**src/rtl/key_debounce8.sv**
```systemverilog
// Eight-channel key synchroniser and debouncer feeding the 8-to-3 priority encoder.
// Each key is accepted only after its new level is seen on STABLE_TICKS consecutive prescaler ticks.
module key_debounce8 #(
  parameter int N            = 8,
  parameter int TICK_DIV     = 1000,
  parameter int STABLE_TICKS = 4
) (
  input  logic         clk,
  input  logic         rst_n,
  input  logic [N-1:0] key_raw,
  output logic [N-1:0] key_out,
  output logic [N-1:0] key_press,
  output logic         key_any
);

  localparam int DIV_W = (TICK_DIV > 1) ? $clog2(TICK_DIV) : 1;
  localparam int CNT_W = $clog2(STABLE_TICKS + 1);
  localparam logic [DIV_W-1:0] DIV_LAST = DIV_W'(TICK_DIV - 1);
  localparam logic [CNT_W-1:0] CNT_LAST = CNT_W'(STABLE_TICKS - 1);

  logic [N-1:0]     s1_q, s2_q;
  logic [DIV_W-1:0] div_cnt_q, div_cnt_d;
  logic             tick;
  logic [N-1:0]     key_out_q, key_out_d;
  logic [N-1:0]     key_press_q, key_press_d;
  logic             key_any_q, key_any_d;

  always_comb begin
    tick      = (div_cnt_q == DIV_LAST);
    div_cnt_d = tick ? '0 : div_cnt_q + DIV_W'(1);
  end

  generate
    for (genvar gi = 0; gi < N; gi++) begin : g_key
      logic [CNT_W-1:0] cnt_q, cnt_d;
      logic             differ;
      logic             flip;

      assign differ = s2_q[gi] ^ key_out_q[gi];

      // Any tick that sees the accepted level again discards the run so far.
      always_comb begin
        cnt_d = cnt_q;
        flip  = 1'b0;
        if (tick) begin
          if (!differ) begin
            cnt_d = '0;
          end else if (cnt_q == CNT_LAST) begin
            cnt_d = '0;
            flip  = 1'b1;
          end else begin
            cnt_d = cnt_q + CNT_W'(1);
          end
        end
      end

      assign key_out_d[gi] = key_out_q[gi] ^ flip;

      always_ff @(posedge clk) begin
        if (!rst_n) begin
          cnt_q <= '0;
        end else begin
          cnt_q <= cnt_d;
        end
      end
    end
  endgenerate

  always_comb begin
    key_press_d = key_out_d & ~key_out_q;
    key_any_d   = |key_out_d;
  end

  always_ff @(posedge clk) begin
    if (!rst_n) begin
      s1_q        <= '0;
      s2_q        <= '0;
      div_cnt_q   <= '0;
      key_out_q   <= '0;
      key_press_q <= '0;
      key_any_q   <= 1'b0;
    end else begin
      s1_q        <= key_raw;
      s2_q        <= s1_q;
      div_cnt_q   <= div_cnt_d;
      key_out_q   <= key_out_d;
      key_press_q <= key_press_d;
      key_any_q   <= key_any_d;
    end
  end

  assign key_out   = key_out_q;
  assign key_press = key_press_q;
  assign key_any   = key_any_q;

endmodule

```
**config.mk**
```make
export PLATFORM = sky130hd
export DESIGN_NAME = key_debounce8
export DESIGN_NICKNAME = d
export VERILOG_FILES = /design/src/rtl/key_debounce8.sv
export SDC_FILE = /design/constraint.sdc
export NUM_CORES = 1
export LEC_CHECK = 0
export CORE_UTILIZATION = 58
export CTS_CLUSTER_SIZE = 25
export DETAILED_ROUTE_END_ITERATION = 16
export HOLD_SLACK_MARGIN = 0.15
export PLACE_DENSITY = 0.9
export SETUP_SLACK_MARGIN = 0.2
export SLEW_MARGIN = 40
export SYNTH_ARGS = -nofsm -noshare
export SYNTH_HDL_FRONTEND = slang
export SYNTH_SLANG_ARGS = --single-unit
```
**constraint.sdc**
```tcl
create_clock -name clk -period 3.7 [get_ports clk]
set_input_delay 0.925 -clock clk [delete_from_list [all_inputs] [get_ports clk]]
set_output_delay 0.925 -clock clk [all_outputs]
set_load 0.05 [all_outputs]
```
### After elaboration in Yosys (flattened, before gate mapping)

Index checks and enable logic that the tools add are counted.

| storage, ports and cells | value |
|---|---|
| logic and storage cells | 93 |
| register bits after elaboration | 67 |
| input bits | 10 |
| output and inout bits | 17 |

| operators by class | value |
|---|---|
| reduce and logical (&&, ||, !) cells | 2 |
| bitwise gates (word level) | 19 |
| equality and inequality tests | 9 |
| add/subtract/negate cells | 9 |
| mux-type cells | 40 |

Operators with widths:

| operator | number |
|---|---|
| 3-bit 2-to-1 mux | 16 |
| 3-bit by 1-bit adder with 3-bit output, second input constant | 8 |
| 3-bit by 2-bit equality test with 1-bit output, second input constant | 8 |
| 1-bit 2-to-1 mux | 24 |
| 1-bit bitwise XOR | 16 |
| 10-bit by 1-bit adder with 10-bit output, second input constant | 1 |
| 10-bit equality test, second input constant | 1 |
| 8-bit AND | 1 |
| 8-bit inverter | 1 |
| 8-bit OR reduction | 1 |
| 2-bit OR reduction | 1 |
| 1-bit inverter | 1 |

### Longest topological paths before layout

| depth | value |
|---|---|
| word-level depth | 6 |
| gate-level depth with buffers | 10 |
| gate-level depth less buffers | 8 |

### Worst setup path before layout

Ideal clock, no wire load.

| path | value |
|---|---|
| path kind | flip-flop to flip-flop |
| start | reg div_cnt_q[3] |
| end | reg key_any_q, in the netlist key_any |
| library setup time | 65 ps |
| period minus slack after synthesis | 2,070 ps |
| setup slack | 1,630 ps |
| data arrival time | 2,005 ps |
| stages on the path, launching flop included | 11 |
| data required time | 3,635 ps |
| path buffers | 3 |
| cells stage by stage | dfxtp_1 -> buf_6 -> or3b_4 -> or3_1 -> buf_6 -> buf_6 -> nor3_2 -> ha_1 -> nand4_1 -> nor2_1 -> nor2_1 |

| on the way | value |
|---|---|
| longest elaborated chain between the ends | 4 |
| elaborated cells on any way between the ends | 18 |
| those cells by class | eq/ne (1); mux (8); bitwise (8); reduce/logical (1) |

RTL lines:

| element | RTL line | source |
|---|---|---|
| from (decl) | 22 | `logic [DIV_W-1:0] div_cnt_q, div_cnt_d;` |
| from (signal assigned) | 85 | `div_cnt_q <= div_cnt_d;` |
| 10-bit equality test * | 29 | `tick = (div_cnt_q == DIV_LAST);` |
| 1-bit 2-to-1 mux | 45 | `if (tick) begin` |
| 1-bit bitwise XOR | 57 | `assign key_out_d[gi] = key_out_q[gi] ^ flip;` |
| 8-bit OR reduction * | 71 | `key_any_d = \|key_out_d;` |
| to (signal assigned) | 88 | `key_any_q <= key_any_d;` |
| to (decl) | 26 | `logic key_any_q, key_any_d;` |

Mark *: on every way between the ends. The rest lies on a longest branch, timed or not.
A chain may end at the register's enable or synchronous reset.

### Worst setup path after layout

| path | value |
|---|---|
| start | reg div_cnt_q[0] |
| end | reg key_any_q, in the netlist key_any |

The elaborated chain is that of the path after synthesis.

==> impl_metrics.env <==
export IMPL_irDropWorstVdd_uv=314.7
export IMPL_latest_clock_arrival_within_the_worst_skew_pair_ns=0.34
export IMPL_finish_instance_area_sq_um=3223
export IMPL_path_cells="ha_1, nand3_1, or3_1, buf_4, nor3_2, ha_1, nand4_1, nor2_1, nor2_1"
export IMPL_fp_dieW_um=71.19
export IMPL_final_period_minus_worst_setup_slack_ns=2.714
export IMPL_end_kind="flip-flop"
export IMPL_min_path_type="flip-flop to flip-flop"
export IMPL_tightest_slew_ns=0.6739
export IMPL_post_synth_inst_count=278
export IMPL_setup_worst_path_start_class="flip-flop"
export IMPL_die_height_um=71.19
export IMPL_final_setup_tns_ns=0
export IMPL_drive_above_1_share=0.08170
export IMPL_synth_async_reset_ratio=0
export IMPL_globalplace_congestion=0.7530
export IMPL_drt_drc_violations_left=0
export IMPL_ys_warn_count=0
export IMPL_synthMostInstantiatedCell="sky130_fd_sc_hd__dfxtp_1"
export IMPL_cp_arrival_ns=2.93
export IMPL_cts_buffers_inserted=9
export IMPL_timing_worst_setup_path_type="flip-flop to flip-flop"
export IMPL_globalRoute_totalOverflow=0
export IMPL_hold_worst_slack_ns=0.4341
export IMPL_clock_sinks=67
export IMPL_cts_root_buf="sky130_fd_sc_hd__clkbuf_8"
export IMPL_synth_main_ff_cell="sky130_fd_sc_hd__dfxtp_1"
export IMPL_sequential_area_sq_um=1341
export IMPL_drv_max_cap_violation_count=0
export IMPL_drt_total_wl_um=4947
export IMPL_post_cts_resized_instances=0
export IMPL_grt_total_usage=0.2195
export IMPL_post_synth_instance_area_sq_um=2776
export IMPL_htree_num_levels=3
export IMPL_maxSlewHeadroom=0.5507
export IMPL_floorplan_io_pins=27
export IMPL_synth_seq_cells=67
export IMPL_core_area_sq_um=4474
export IMPL_initial_core_util=0.6205
export IMPL_critical_path_peak_fanout=19
export IMPL_route_detailed_vias_per_inst=5.525
export IMPL_rsz0062_at_grt="false"
export IMPL_synth_commonest_cells="sky130_fd_sc_hd__dfxtp_1 (67), sky130_fd_sc_hd__and2_1 (24), sky130_fd_sc_hd__nor2_1 (22)"
export IMPL_clock_fmax_mhz=368.5
export IMPL_postCtsHoldBufs=0
export IMPL_synth_cell_types=27
export IMPL_power_per_cell_area_nw_per_um2=431.5
export IMPL_run_status="complete, no violations"
export IMPL_row_count=24
export IMPL_synth_area_leader_cell="sky130_fd_sc_hd__dfxtp_1"
export IMPL_drt_initial_drc_count=87
export IMPL_final_hold_violation_count=0
export IMPL_finalSetupViolCount=0
export IMPL_critical_path_slowest_cell="sky130_fd_sc_hd__or3_1"
export IMPL_nets=329
export IMPL_grt_pass1_vias=1891
export IMPL_syn_area_per_cell_sq_um=9.987
export IMPL_synth_to_final_area_change_pct=16.09
export IMPL_placement_cell_area_sq_um=3029
export IMPL_cp_top_family="simple AND/OR/NAND/NOR gates"
export IMPL_tritoncts_clock_tree="yes"
export IMPL_worstPathRequired_ns=3.92
export IMPL_fin_crit_sh=0.7335
export IMPL_synth_yosys_seq_area_share=0.4831
export IMPL_yosys_area_top_type_share=0.4831
export IMPL_post_cts_setup_buffers=0
export IMPL_static_leakage_power_nw=1.338
export IMPL_clock_tree_buffer_depth=2
export IMPL_syn_num_nets=305
export IMPL_hpwl_um=3341
export IMPL_die_outline_area_sq_um=5067
export IMPL_multi_input_comb_area_sq_um=1294
export IMPL_grt_first_pass_wirelength_um=8355
export IMPL_timing_critical_path_buf_inv=1
export IMPL_antenna_cells=0
export IMPL_critPathMaxStageDelay_ns=0.71
export IMPL_routedWlPerCell_um=13.82
export IMPL_antenna_found_initial=0
export IMPL_grt_start_max_net_pins=60
export IMPL_netlist_top_cells_area="sky130_fd_sc_hd__dfxtp_1 (48%), sky130_fd_sc_hd__ha_1 (7.7%), sky130_fd_sc_hd__and2_1 (5.4%), sky130_fd_sc_hd__nand4_1 (4.5%), sky130_fd_sc_hd__xor2_1 (3.2%)"
export IMPL_fin_total_pwr_w=0.001391
export IMPL_antenna_violating_nets_post_route=0
export IMPL_maxSlewViolCount=0
export IMPL_io_buffer_count=26
export IMPL_fill_cells=316
export IMPL_drt_pass1_iterations=4
export IMPL_cts_clk_slew_worst_paths_ns=0.06
export IMPL_finClkSkew_ns=0.009586
export IMPL_dr_total_vias=1978
export IMPL_synth_edff_count=0
-- report_power, final --
group | internal, W | switching (W) | total (W)
Combinational | 0.0000222 | 0.0000253 | 0.0000475
Sequential | 0.000734 | 0.0000103 | 0.000744
Clock | 0.000344 | 0.000255 | 0.000599
Total | 0.00110 | 0.000291 | 0.00139
-- worst reg2reg max path: stages, from the launching register on --
cell	delay (ns)
sky130_fd_sc_hd__dfxtp_1	0.39
sky130_fd_sc_hd__ha_1	0.24
sky130_fd_sc_hd__nand3_1	0.24
sky130_fd_sc_hd__or3_1	0.71
sky130_fd_sc_hd__buf_4	0.34
sky130_fd_sc_hd__nor3_2	0.20
sky130_fd_sc_hd__ha_1	0.18
sky130_fd_sc_hd__nand4_1	0.13
sky130_fd_sc_hd__nor2_1	0.13
sky130_fd_sc_hd__nor2_1	0.05
-- final cells by class --
class                   instances  area share
flip-flops and latches         67      0.4162
clock buffers                  13     0.04930
inverters                      17     0.01980
multi-input cells             180      0.4014
repair buffers                 27     0.08230
well taps                      52     0.02019
clock inverters                 2     0.01087
-- routing by layer --
| metal | part of all wire | track usage |
|---|---|---|
| met1 | 0.45 | 0.2511 |
| met4 | 0.0097 | 0.1000 |
| met2 | 0.49 | 0.3661 |
| met3 | 0.051 | 0.07977 |
| met5 | 0 | 0 |
-- state kept, by name, indices dropped and copies added (netlist names) --
| signal | cells |
|---|---|
| div_cnt_q | 10 |
| g_key.cnt_q | 24 |
| key_any | 1 |
| key_out | 8 |
| key_press | 8 |
| s1_q | 8 |
| s2_q | 8 |
-- placed cells by master, fill, tap and decap left out --
master / synthesis / layout
sky130_fd_sc_hd__mux2i_1: 8 / 8
sky130_fd_sc_hd__and2_1: 24 / 24
sky130_fd_sc_hd__bufinv_16: 0 / 1
sky130_fd_sc_hd__clkinv_2: 0 / 1
sky130_fd_sc_hd__or3_1: 5 / 5
sky130_fd_sc_hd__xor2_1: 10 / 10
sky130_fd_sc_hd__clkdlybuf4s50_1: 0 / 25
sky130_fd_sc_hd__a21oi_1: 3 / 3
sky130_fd_sc_hd__ha_1: 17 / 17
sky130_fd_sc_hd__nand2_1: 13 / 13
sky130_fd_sc_hd__o211a_1: 8 / 8
sky130_fd_sc_hd__nor3_2: 8 / 8
sky130_fd_sc_hd__o22ai_1: 8 / 8
sky130_fd_sc_hd__xnor2_1: 9 / 9
sky130_fd_sc_hd__buf_4: 0 / 2
sky130_fd_sc_hd__clkbuf_8: 0 / 11
sky130_fd_sc_hd__inv_1: 17 / 17
sky130_fd_sc_hd__o31ai_4: 0 / 1
sky130_fd_sc_hd__or4_1: 1 / 1
sky130_fd_sc_hd__o211ai_1: 2 / 2
sky130_fd_sc_hd__nand3_1: 6 / 6
sky130_fd_sc_hd__o31ai_1: 2 / 1
sky130_fd_sc_hd__dfxtp_1: 67 / 67
sky130_fd_sc_hd__nor2_1: 22 / 22
sky130_fd_sc_hd__o21ai_0: 2 / 2
sky130_fd_sc_hd__or3b_4: 1 / 1
sky130_fd_sc_hd__and3_1: 1 / 1
sky130_fd_sc_hd__a31oi_1: 2 / 2
sky130_fd_sc_hd__nand4_1: 20 / 20
sky130_fd_sc_hd__clkbuf_1: 8 / 2
sky130_fd_sc_hd__nand2b_1: 8 / 8
-- final timing paths --
path                            cells after the start          from      end  slack, ns
worst min-delay path                                1       s1_q[7]  s2_q[7]       0.43
worst min register to register                      1       s1_q[7]  s2_q[7]       0.43
worst max-delay path                                9  div_cnt_q[0]  key_any       0.99
worst max register to register                      9  div_cnt_q[0]  key_any       0.99
-- cell families after synthesis --
logic type                 share of synthesized area
and+or+nand+nor                               0.2244
DFF                                           0.4831
buffers and inverters                        0.05588
AOI/OAI and AO/OA                            0.07120
xor gates and xnor gates                     0.05994
adders and majority gates                    0.07661
muxes                                        0.02884
-- stage by stage --
stage                     cells  setup WS [ns]  utilization
after floorplan             278          1.630            -
after global placement      343          1.174       0.6745
after detailed placement    343          1.012       0.6770
after CTS                   358         0.9972       0.7204
after global routing        358         0.7620       0.7204
final                       358         0.9862       0.7204
Note: power is estimated with default switching activity, not from simulation.
